File: src/rtl/board_matrix_scanner_if.sv
// ---------------------------------------------------------------------------
// board_matrix_scanner_if
//
// Frame hand-off bundle between the game core (master) and the LED matrix
// scanner (slave).
//
// Handshake: frameValid is a single-cycle strobe. frameIn is captured on the
// rising edge where frameValid is high. The transfer is always accepted, so
// frameValid does not wait for frameReady. If a frame is already pending, the
// newer frame replaces it. frameReady only reports that the pending buffer is
// empty. frameSwap pulses for one cycle when the pending frame moves into the
// display buffer.
//
// Signals:
//   frameIn    [63:0] master->slave  board image, row r = frameIn[8r+7:8r]
//   frameValid        master->slave  capture strobe for frameIn
//   frameReady        slave->master  pending buffer empty
//   frameSwap         slave->master  one-cycle pulse on pending->display move
// ---------------------------------------------------------------------------
interface board_matrix_scanner_if;
    logic [63:0] frameIn;
    logic        frameValid;
    logic        frameReady;
    logic        frameSwap;

    modport master (
        output frameIn,
        output frameValid,
        input  frameReady,
        input  frameSwap
    );

    modport slave (
        input  frameIn,
        input  frameValid,
        output frameReady,
        output frameSwap
    );
endinterface

File: src/rtl/board_matrix_scanner.sv
// ---------------------------------------------------------------------------
// board_matrix_scanner
//
// Double-buffered 8x8 LED matrix row scanner. A board image arrives through
// the frame interface into a pending buffer. The display buffer is scanned
// one row at a time. Each row is lit for DWELL_CYCLES clocks, and then every
// row is dark for GHOST_CYCLES clocks. The pending buffer is copied into the
// display buffer only at the end of row 7, so one scan pass always shows a
// single frame.
//
// Optional feature macro: SCAN_BRIGHTNESS_EN. When it is defined, the block
// adds the brightness[2:0] input. The row is then driven only for the first
// (brightness+1)*DWELL_CYCLES/8 clocks of each dwell. The brightness value is
// sampled when the block enters SHOW.
//
// Parameters:
//   DWELL_CYCLES  clocks each row is lit (must be >= 2)
//   GHOST_CYCLES  dark clocks between rows (must be >= 1)
//
// Ports:
//   clk          system clock, rising edge
//   rstBtn       asynchronous active-high reset
//   frameBus     frame hand-off (slave side): frameIn, frameValid,
//                frameReady, frameSwap
//   blank        forces rowSel/colData to 0 from the next clock; scan
//                timing keeps running
//   brightness   [2:0] dwell duty setting (only with SCAN_BRIGHTNESS_EN)
//   rowSel       [7:0] one-hot active-high row enable (registered)
//   colData      [7:0] column drive for the selected row (registered)
//   scanRow      [2:0] index of the current or next row
//   dbgState     [1:0] FSM state: 0 IDLE, 1 SHOW, 2 GHOST
// ---------------------------------------------------------------------------
module board_matrix_scanner #(
    parameter int DWELL_CYCLES = 1000,
    parameter int GHOST_CYCLES = 8
) (
    input  logic                         clk,
    input  logic                         rstBtn,
    board_matrix_scanner_if.slave        frameBus,
    input  logic                         blank,
`ifdef SCAN_BRIGHTNESS_EN
    input  logic [2:0]                   brightness,
`endif
    output logic [7:0]                   rowSel,
    output logic [7:0]                   colData,
    output logic [2:0]                   scanRow,
    output logic [1:0]                   dbgState
);

    localparam int MAX_CYCLES = (DWELL_CYCLES > GHOST_CYCLES) ? DWELL_CYCLES : GHOST_CYCLES;
    localparam int CW         = $clog2(MAX_CYCLES + 1);

    // The counter counts down to 0, so a state lasts (load value + 1) clocks.
    localparam logic [CW-1:0] DWELL_LOAD = CW'(DWELL_CYCLES - 1);
    localparam logic [CW-1:0] GHOST_LOAD = CW'(GHOST_CYCLES - 1);

    typedef enum logic [1:0] {
        IDLE  = 2'd0,
        SHOW  = 2'd1,
        GHOST = 2'd2
    } scanState_t;

    scanState_t    state;
    scanState_t    stateNext;
    logic [CW-1:0] cnt;
    logic [CW-1:0] cntNext;
    logic [2:0]    scanRowNext;
    logic          doSwap;
    logic          enterShow;

    logic [63:0]   pending;
    logic          pendFull;
    logic [63:0]   display;

    logic [7:0]    rowSelNext;
    logic [7:0]    colDataNext;
    logic          rowLit;

`ifdef SCAN_BRIGHTNESS_EN
    logic [2:0]    brightReg;
    int            elapsed;
    int            litLimit;
`endif

    assign dbgState = state;

    // -----------------------------------------------------------------------
    // FSM state register plus the scan datapath registers
    // -----------------------------------------------------------------------
    always_ff @(posedge clk or posedge rstBtn) begin
        if (rstBtn) begin
            state   <= IDLE;
            cnt     <= '0;
            scanRow <= 3'd0;
        end else begin
            state   <= stateNext;
            cnt     <= cntNext;
            scanRow <= scanRowNext;
        end
    end

    // -----------------------------------------------------------------------
    // Next-state logic. Every state entry reloads the shared down-counter.
    // -----------------------------------------------------------------------
    always_comb begin
        stateNext   = state;
        cntNext     = cnt;
        scanRowNext = scanRow;
        doSwap      = 1'b0;
        enterShow   = 1'b0;

        case (state)
            IDLE: begin
                // The first frame since reset is shown at once. No pass is
                // in progress yet, so nothing can be torn.
                if (pendFull) begin
                    doSwap      = 1'b1;
                    enterShow   = 1'b1;
                    stateNext   = SHOW;
                    scanRowNext = 3'd0;
                    cntNext     = DWELL_LOAD;
                end
            end
            SHOW: begin
                if (cnt == '0) begin
                    stateNext = GHOST;
                    cntNext   = GHOST_LOAD;
                    // Swap only at the end of a full pass.
                    if (scanRow == 3'd7 && pendFull) begin
                        doSwap = 1'b1;
                    end
                end else begin
                    cntNext = cnt - 1'b1;
                end
            end
            GHOST: begin
                if (cnt == '0) begin
                    stateNext   = SHOW;
                    enterShow   = 1'b1;
                    scanRowNext = scanRow + 3'd1;
                    cntNext     = DWELL_LOAD;
                end else begin
                    cntNext = cnt - 1'b1;
                end
            end
            default: begin
                stateNext = IDLE;
                cntNext   = '0;
            end
        endcase
    end

    // -----------------------------------------------------------------------
    // Frame buffers. On an edge that both swaps and receives a new frame, the
    // old pending frame goes to display, the new one is held, and pendFull
    // stays set.
    // -----------------------------------------------------------------------
    always_ff @(posedge clk or posedge rstBtn) begin
        if (rstBtn) begin
            pending             <= 64'd0;
            pendFull            <= 1'b0;
            display             <= 64'd0;
            frameBus.frameReady <= 1'b1;
            frameBus.frameSwap  <= 1'b0;
        end else begin
            frameBus.frameSwap <= doSwap;
            if (doSwap) begin
                display <= pending;
            end
            if (frameBus.frameValid) begin
                pending  <= frameBus.frameIn;
                pendFull <= 1'b1;
            end else if (doSwap) begin
                pendFull <= 1'b0;
            end
            // Matches the value pendFull takes on this same edge.
            frameBus.frameReady <= ~(frameBus.frameValid | (pendFull & ~doSwap));
        end
    end

    // -----------------------------------------------------------------------
    // Brightness gate within the dwell
    // -----------------------------------------------------------------------
`ifdef SCAN_BRIGHTNESS_EN
    always_ff @(posedge clk or posedge rstBtn) begin
        if (rstBtn) begin
            brightReg <= 3'd7;
        end else if (enterShow) begin
            brightReg <= brightness;
        end
    end

    // elapsed is the number of dwell clocks already spent in this SHOW.
    always_comb begin
        elapsed  = (DWELL_CYCLES - 1) - int'(cnt);
        litLimit = ((int'(brightReg) + 1) * DWELL_CYCLES) / 8;
        rowLit   = (state == SHOW) && (elapsed < litLimit);
    end
`else
    always_comb begin
        rowLit = (state == SHOW);
    end
`endif

    // -----------------------------------------------------------------------
    // Output register. The outputs follow the FSM state with one clock of
    // delay. As a result, rowSel first rises two clocks after the first
    // frameValid, and blank takes effect one clock after it is asserted.
    // -----------------------------------------------------------------------
    always_comb begin
        rowSelNext  = 8'd0;
        colDataNext = 8'd0;
        if (rowLit && !blank) begin
            rowSelNext  = 8'd1 << scanRow;
            colDataNext = display[{scanRow, 3'b000} +: 8];
        end
    end

    always_ff @(posedge clk or posedge rstBtn) begin
        if (rstBtn) begin
            rowSel  <= 8'd0;
            colData <= 8'd0;
        end else begin
            rowSel  <= rowSelNext;
            colData <= colDataNext;
        end
    end

endmodule

File: src/flat_wrapper.sv
// flat-port wrapper written by rule: the top's interface ports become plain ports
module board_matrix_scanner_flat 
#(
    parameter int DWELL_CYCLES = 1000,
    parameter int GHOST_CYCLES = 8
)
  (clk, rstBtn, blank, rowSel, colData, scanRow, dbgState, frameBus_frameIn, frameBus_frameValid, frameBus_frameReady, frameBus_frameSwap);
  board_matrix_scanner_if frameBus_i ();
  input  logic clk;
  input  logic rstBtn;
  input  logic blank;
  output logic [7:0] rowSel;
  output logic [7:0] colData;
  output logic [2:0] scanRow;
  output logic [1:0] dbgState;
  input wire logic [$bits(frameBus_i.frameIn)-1:0] frameBus_frameIn;
  input wire logic [$bits(frameBus_i.frameValid)-1:0] frameBus_frameValid;
  output wire logic [$bits(frameBus_i.frameReady)-1:0] frameBus_frameReady;
  output wire logic [$bits(frameBus_i.frameSwap)-1:0] frameBus_frameSwap;
  assign frameBus_i.frameIn = frameBus_frameIn;
  assign frameBus_i.frameValid = frameBus_frameValid;
  assign frameBus_frameReady = frameBus_i.frameReady;
  assign frameBus_frameSwap = frameBus_i.frameSwap;
  board_matrix_scanner #(.DWELL_CYCLES(DWELL_CYCLES), .GHOST_CYCLES(GHOST_CYCLES)) u_core (.clk(clk), .rstBtn(rstBtn), .frameBus(frameBus_i), .blank(blank), .rowSel(rowSel), .colData(colData), .scanRow(scanRow), .dbgState(dbgState));
endmodule
File: config.mk
export PLATFORM = sky130hd
export DESIGN_NAME = board_matrix_scanner_flat
export DESIGN_NICKNAME = d
export VERILOG_FILES = /design/src/rtl/board_matrix_scanner_if.sv /design/src/rtl/board_matrix_scanner.sv /design/src/flat_wrapper.sv
export SDC_FILE = /design/constraint.sdc
export NUM_CORES = 1
export LEC_CHECK = 0
export CAP_MARGIN = 15
export CORE_ASPECT_RATIO = 1.75
export CORE_MARGIN = 4
export CORE_UTILIZATION = 45
export DETAILED_ROUTE_END_ITERATION = 6
export PLACE_DENSITY = 0.67
export SYNTH_ARGS = -nofsm -noshare
export SYNTH_HDL_FRONTEND = slang
export SYNTH_SLANG_ARGS = --single-unit
File: constraint.sdc
create_clock -name clk -period 18.2 [get_ports clk]
set_clock_uncertainty 0.1 [all_clocks]
set_input_delay 4.55 -clock clk [delete_from_list [all_inputs] [get_ports clk]]
set_output_delay 4.55 -clock clk [all_outputs]
set_load 0.005 [all_outputs]
==> run metrics <==
Num CTS Buffers 17; Max Used Layer met4; kind of path behind the tightest hold check register to register; Num Clock Sinks 162; synthesized area per cell 15.1 um2; vias in the first global route 4410; total number of cells along the worst setup path 1; cell depth of the worst flop-to-flop path 7; Total GRT Usage 0.161; deepest clock path buffer count 2; fraction of synthesized cell area in xor and xnor cells 0.00628; Bufs and invs on worst path 1; clock latency on the worst-skew pair 0.41 ns; area of the mapped netlist 6970 um2; nets in the synthesized netlist 538; yosys warns 0; simple-gate share of the synthesized area 0.0461; clock transition at the register clock pins on the worst setup and hold paths after CTS 0.07 ns; Pins Over Slew Limit 0; capturing point of the worst reg2reg path u_core.display[8]; Critical Path Sink Type output pin; distinct cell type count of the synthesized netlist 45; final hold violation count 0; overflow left after global routing 0; area overhead of the layout relative to synthesis 23.3%; Yosys top cell by area sky130_fd_sc_hd__dfrtp_1; number of enable flip-flop cells after synthesis 0; min cycle time layout 6.73 ns; TritonCTS clock tree done; peak per-stage delay on the critical path 1.00 ns; Post-synth ARST share 1.00; kind of critical path register to output pin; Root Buffer Master sky130_fd_sc_hd__clkbuf_16; slowest cell on the critical path sky130_fd_sc_hd__dfrtp_1; Diodes inserted 0; highest fanout seen on the critical path 22; portion of the post-synthesis area used by sequential elements 0.582; remaining antenna violation count 0; final design instance area without fill 8590 um2; core box area 15300 um2; actual slew at the worst max-slew pin 1.09 ns; DIE AREA 17600 um2; antenna violations before repair 0; Worst setup startpoint u_core.scanRow[1]; total wire length after detailed routing 13.7 mm; quantity of I/O buffers inserted on ports 90; last weighted congestion value of the routability-driven placer 0.803; total negative slack 0 ns; cell breakdown of the critical path clkdlybuf4s50_1; post-detailed-placement cell area 7990 um2; setup slack after layout 11.47 ns; die boundary height 173 um; detailed-routing wirelength on met1 5.51 mm; worst supply voltage drop on vdd 0.0000602 V; total vias in the final route roughly 4000; WL per Instance 18.3 um; ranking of synthesized cells by area sky130_fd_sc_hd__dfrtp_1 (58%), sky130_fd_sc_hd__mux2_2 (13%), sky130_fd_sc_hd__mux2_4 (11%); source of the worst register-to-register timing path u_core.scanRow[1]; Data required, critical path 13.55 ns; number of top-level pins 91; critical path startpoint category register; synthesized instance count 463; largest net degree at the start of global routing 88; wire length on met3 approximately 520 um; Max-cap violations 0; number of setup buffers added after CTS 0; Synth Area in Compound Gates 0.0398; half-perimeter wire length of the detailed placement result 9.27 mm; P_leak 3.85 nW; Synth Register Bits 162; floorplan row count 60; highest achievable clock rate between 100 and 150 MHz; pre-CTS worst setup slack between 10 and 15 ns; routed length on met2 7.19 mm; cts hold-fix bufs 0; Critical path destination scanRow[1]; fraction of synthesized area in multiplexers 0.285; H-tree depth 4; DRC violation count after routing 0; fraction of synthesized cell area taken by the top area cell type 0.578; R2R Setup Slk 14.89 ns; dominant combinational cell family by area after synthesis multiplexers; kind of cell adding the most delay to the critical path flip-flops; relative slew slack 0.274; layout net count between 600 and 700; effective utilization at floorplan 0.455; adder-cell area share of the yosys netlist 0.0126; hold path startpoint u_core.pending[37]; most common flop cell mapped by yosys sky130_fd_sc_hd__dfrtp_1; setup repair after global routing missed its margin no; violation count after the first detailed-route iteration approximately 190; share of cells above drive strength 1 0.340; outcome finished clean; floorplan die width 102 um; Vias per Instance 5.31; critical path data arrival time 2.08 ns; number of cells upsized or downsized after cts 0; global-route wire length before repair 21.9 mm; Tcrit/Tclk final 0.370; power density normalized to cell area approximately 120 nW/um2; DR pass1 iterations 4; total of endpoints with negative setup slack in the final report 0
[cells in the final DEF (no fill, tap or decap), drive strengths merged, types with 2 or more instances in the layout]
cell type      instances
clkinvlp               4
a21oi                 10
o31ai                  3
nor2                   7
mux2                 128
o221a                  2
or3                    4
nor3                   4
mux4                  16
a31o                   2
clkinv                 2
clkdlybuf4s50         89
xor2                   2
bufinv                 2
nand3                  2
a22oi                  2
and2                   2
clkbuf                18
inv                   16
buf                    6
and3                   7
nor4                   3
xnor2                  3
nand2                 30
a31oi                  2
dfrtp                161
ha                     7
o22ai                  3
o21ai                 11
[report_power, final]
group	internal, mW	total [mW]	switching, mW
combinational	0.130	0.188	0.0580
sequential	0.441	0.495	0.0536
clock	0.204	0.350	0.146
total	0.776	1.03	0.258
[metal layers]
layer  vias up  GRT usage
li1       1838          -
met5         -          0
met2        86      0.268
met1      2029      0.194
met4         0     0.0772
met3        18     0.0355
[synthesized netlist by cell type, types with 3 or more instances]
cell and number:
sky130_fd_sc_hd__o21ai_0 7, sky130_fd_sc_hd__clkbuf_1 13, sky130_fd_sc_hd__nor4_1 3, sky130_fd_sc_hd__mux2_2 79, sky130_fd_sc_hd__nor3_1 3, sky130_fd_sc_hd__nand2_1 30, sky130_fd_sc_hd__mux4_2 16, sky130_fd_sc_hd__nor2_1 7
sky130_fd_sc_hd__a21oi_1 9, sky130_fd_sc_hd__o22ai_1 3, sky130_fd_sc_hd__buf_1 3, sky130_fd_sc_hd__buf_6 7, sky130_fd_sc_hd__or3_1 4, sky130_fd_sc_hd__ha_1 7, sky130_fd_sc_hd__o21ai_1 4, sky130_fd_sc_hd__mux2_4 49
sky130_fd_sc_hd__buf_2 4, sky130_fd_sc_hd__dfrtp_1 161, sky130_fd_sc_hd__inv_1 11, sky130_fd_sc_hd__o31ai_1 3, sky130_fd_sc_hd__xnor2_1 3, sky130_fd_sc_hd__and3_1 7
[cell families after synthesis]
| group | Yosys count |
|---|---|
| flops | 162 |
| mux | 144 |
| simple gates | 65 |
| compound gates | 42 |
| buf+inv | 38 |
| fa+ha+maj | 7 |
| xor+xnor | 5 |
[worst min path at each step]
stage / endpoint / cells past startpoint / slack [ns]
3_3_place_gp: u_core.display[61] / 1 / 0.38
4_1_cts: u_core.display[37] / 1 / 0.40
2_1_floorplan: u_core.cnt[0] / 1 / 0.37
6_report: u_core.display[37] / 1 / 0.40
3_5_place_dp: u_core.display[60] / 1 / 0.39
5_1_grt: u_core.display[16] / 1 / 0.42
[area by class of cell]
cell class	count	area, um2
Fill cell	1291	6720
Sequential cell	162	4060
Multi-Input combinational cell	263	2730
Timing Repair Buffer	95	953
Clock buffer	18	429
Tap cell	186	233
Clock inverter	13	150
Inverter	11	46.3
[state kept, by name (all words and copies together), names as in the netlist]
signal / cells
u_core.dbgState: 2
u_core.frameBus.frameReady: 1
u_core.rowSel: 8
u_core.scanRow: 3
u_core.pending: 64
u_core.cnt: 10
u_core.display: 64
u_core.pendFull: 1
u_core.colData: 8
u_core.frameBus.frameSwap: 1
[per-stage QoR]
step / total power [mW] / util / hold WS (ns) / cells
global placement: 0.679 / 0.522 / 0.384 / 716
detailed placement: 0.690 / 0.522 / 0.389 / 716
finish: 1.03 / 0.561 / 0.398 / 748
CTS: 1.04 / 0.559 / 0.400 / 747
global route: 1.08 / 0.561 / 0.416 / 748
floorplan: 0.627 / - / 0.366 / 463
Power figures use the tool's default switching activity.
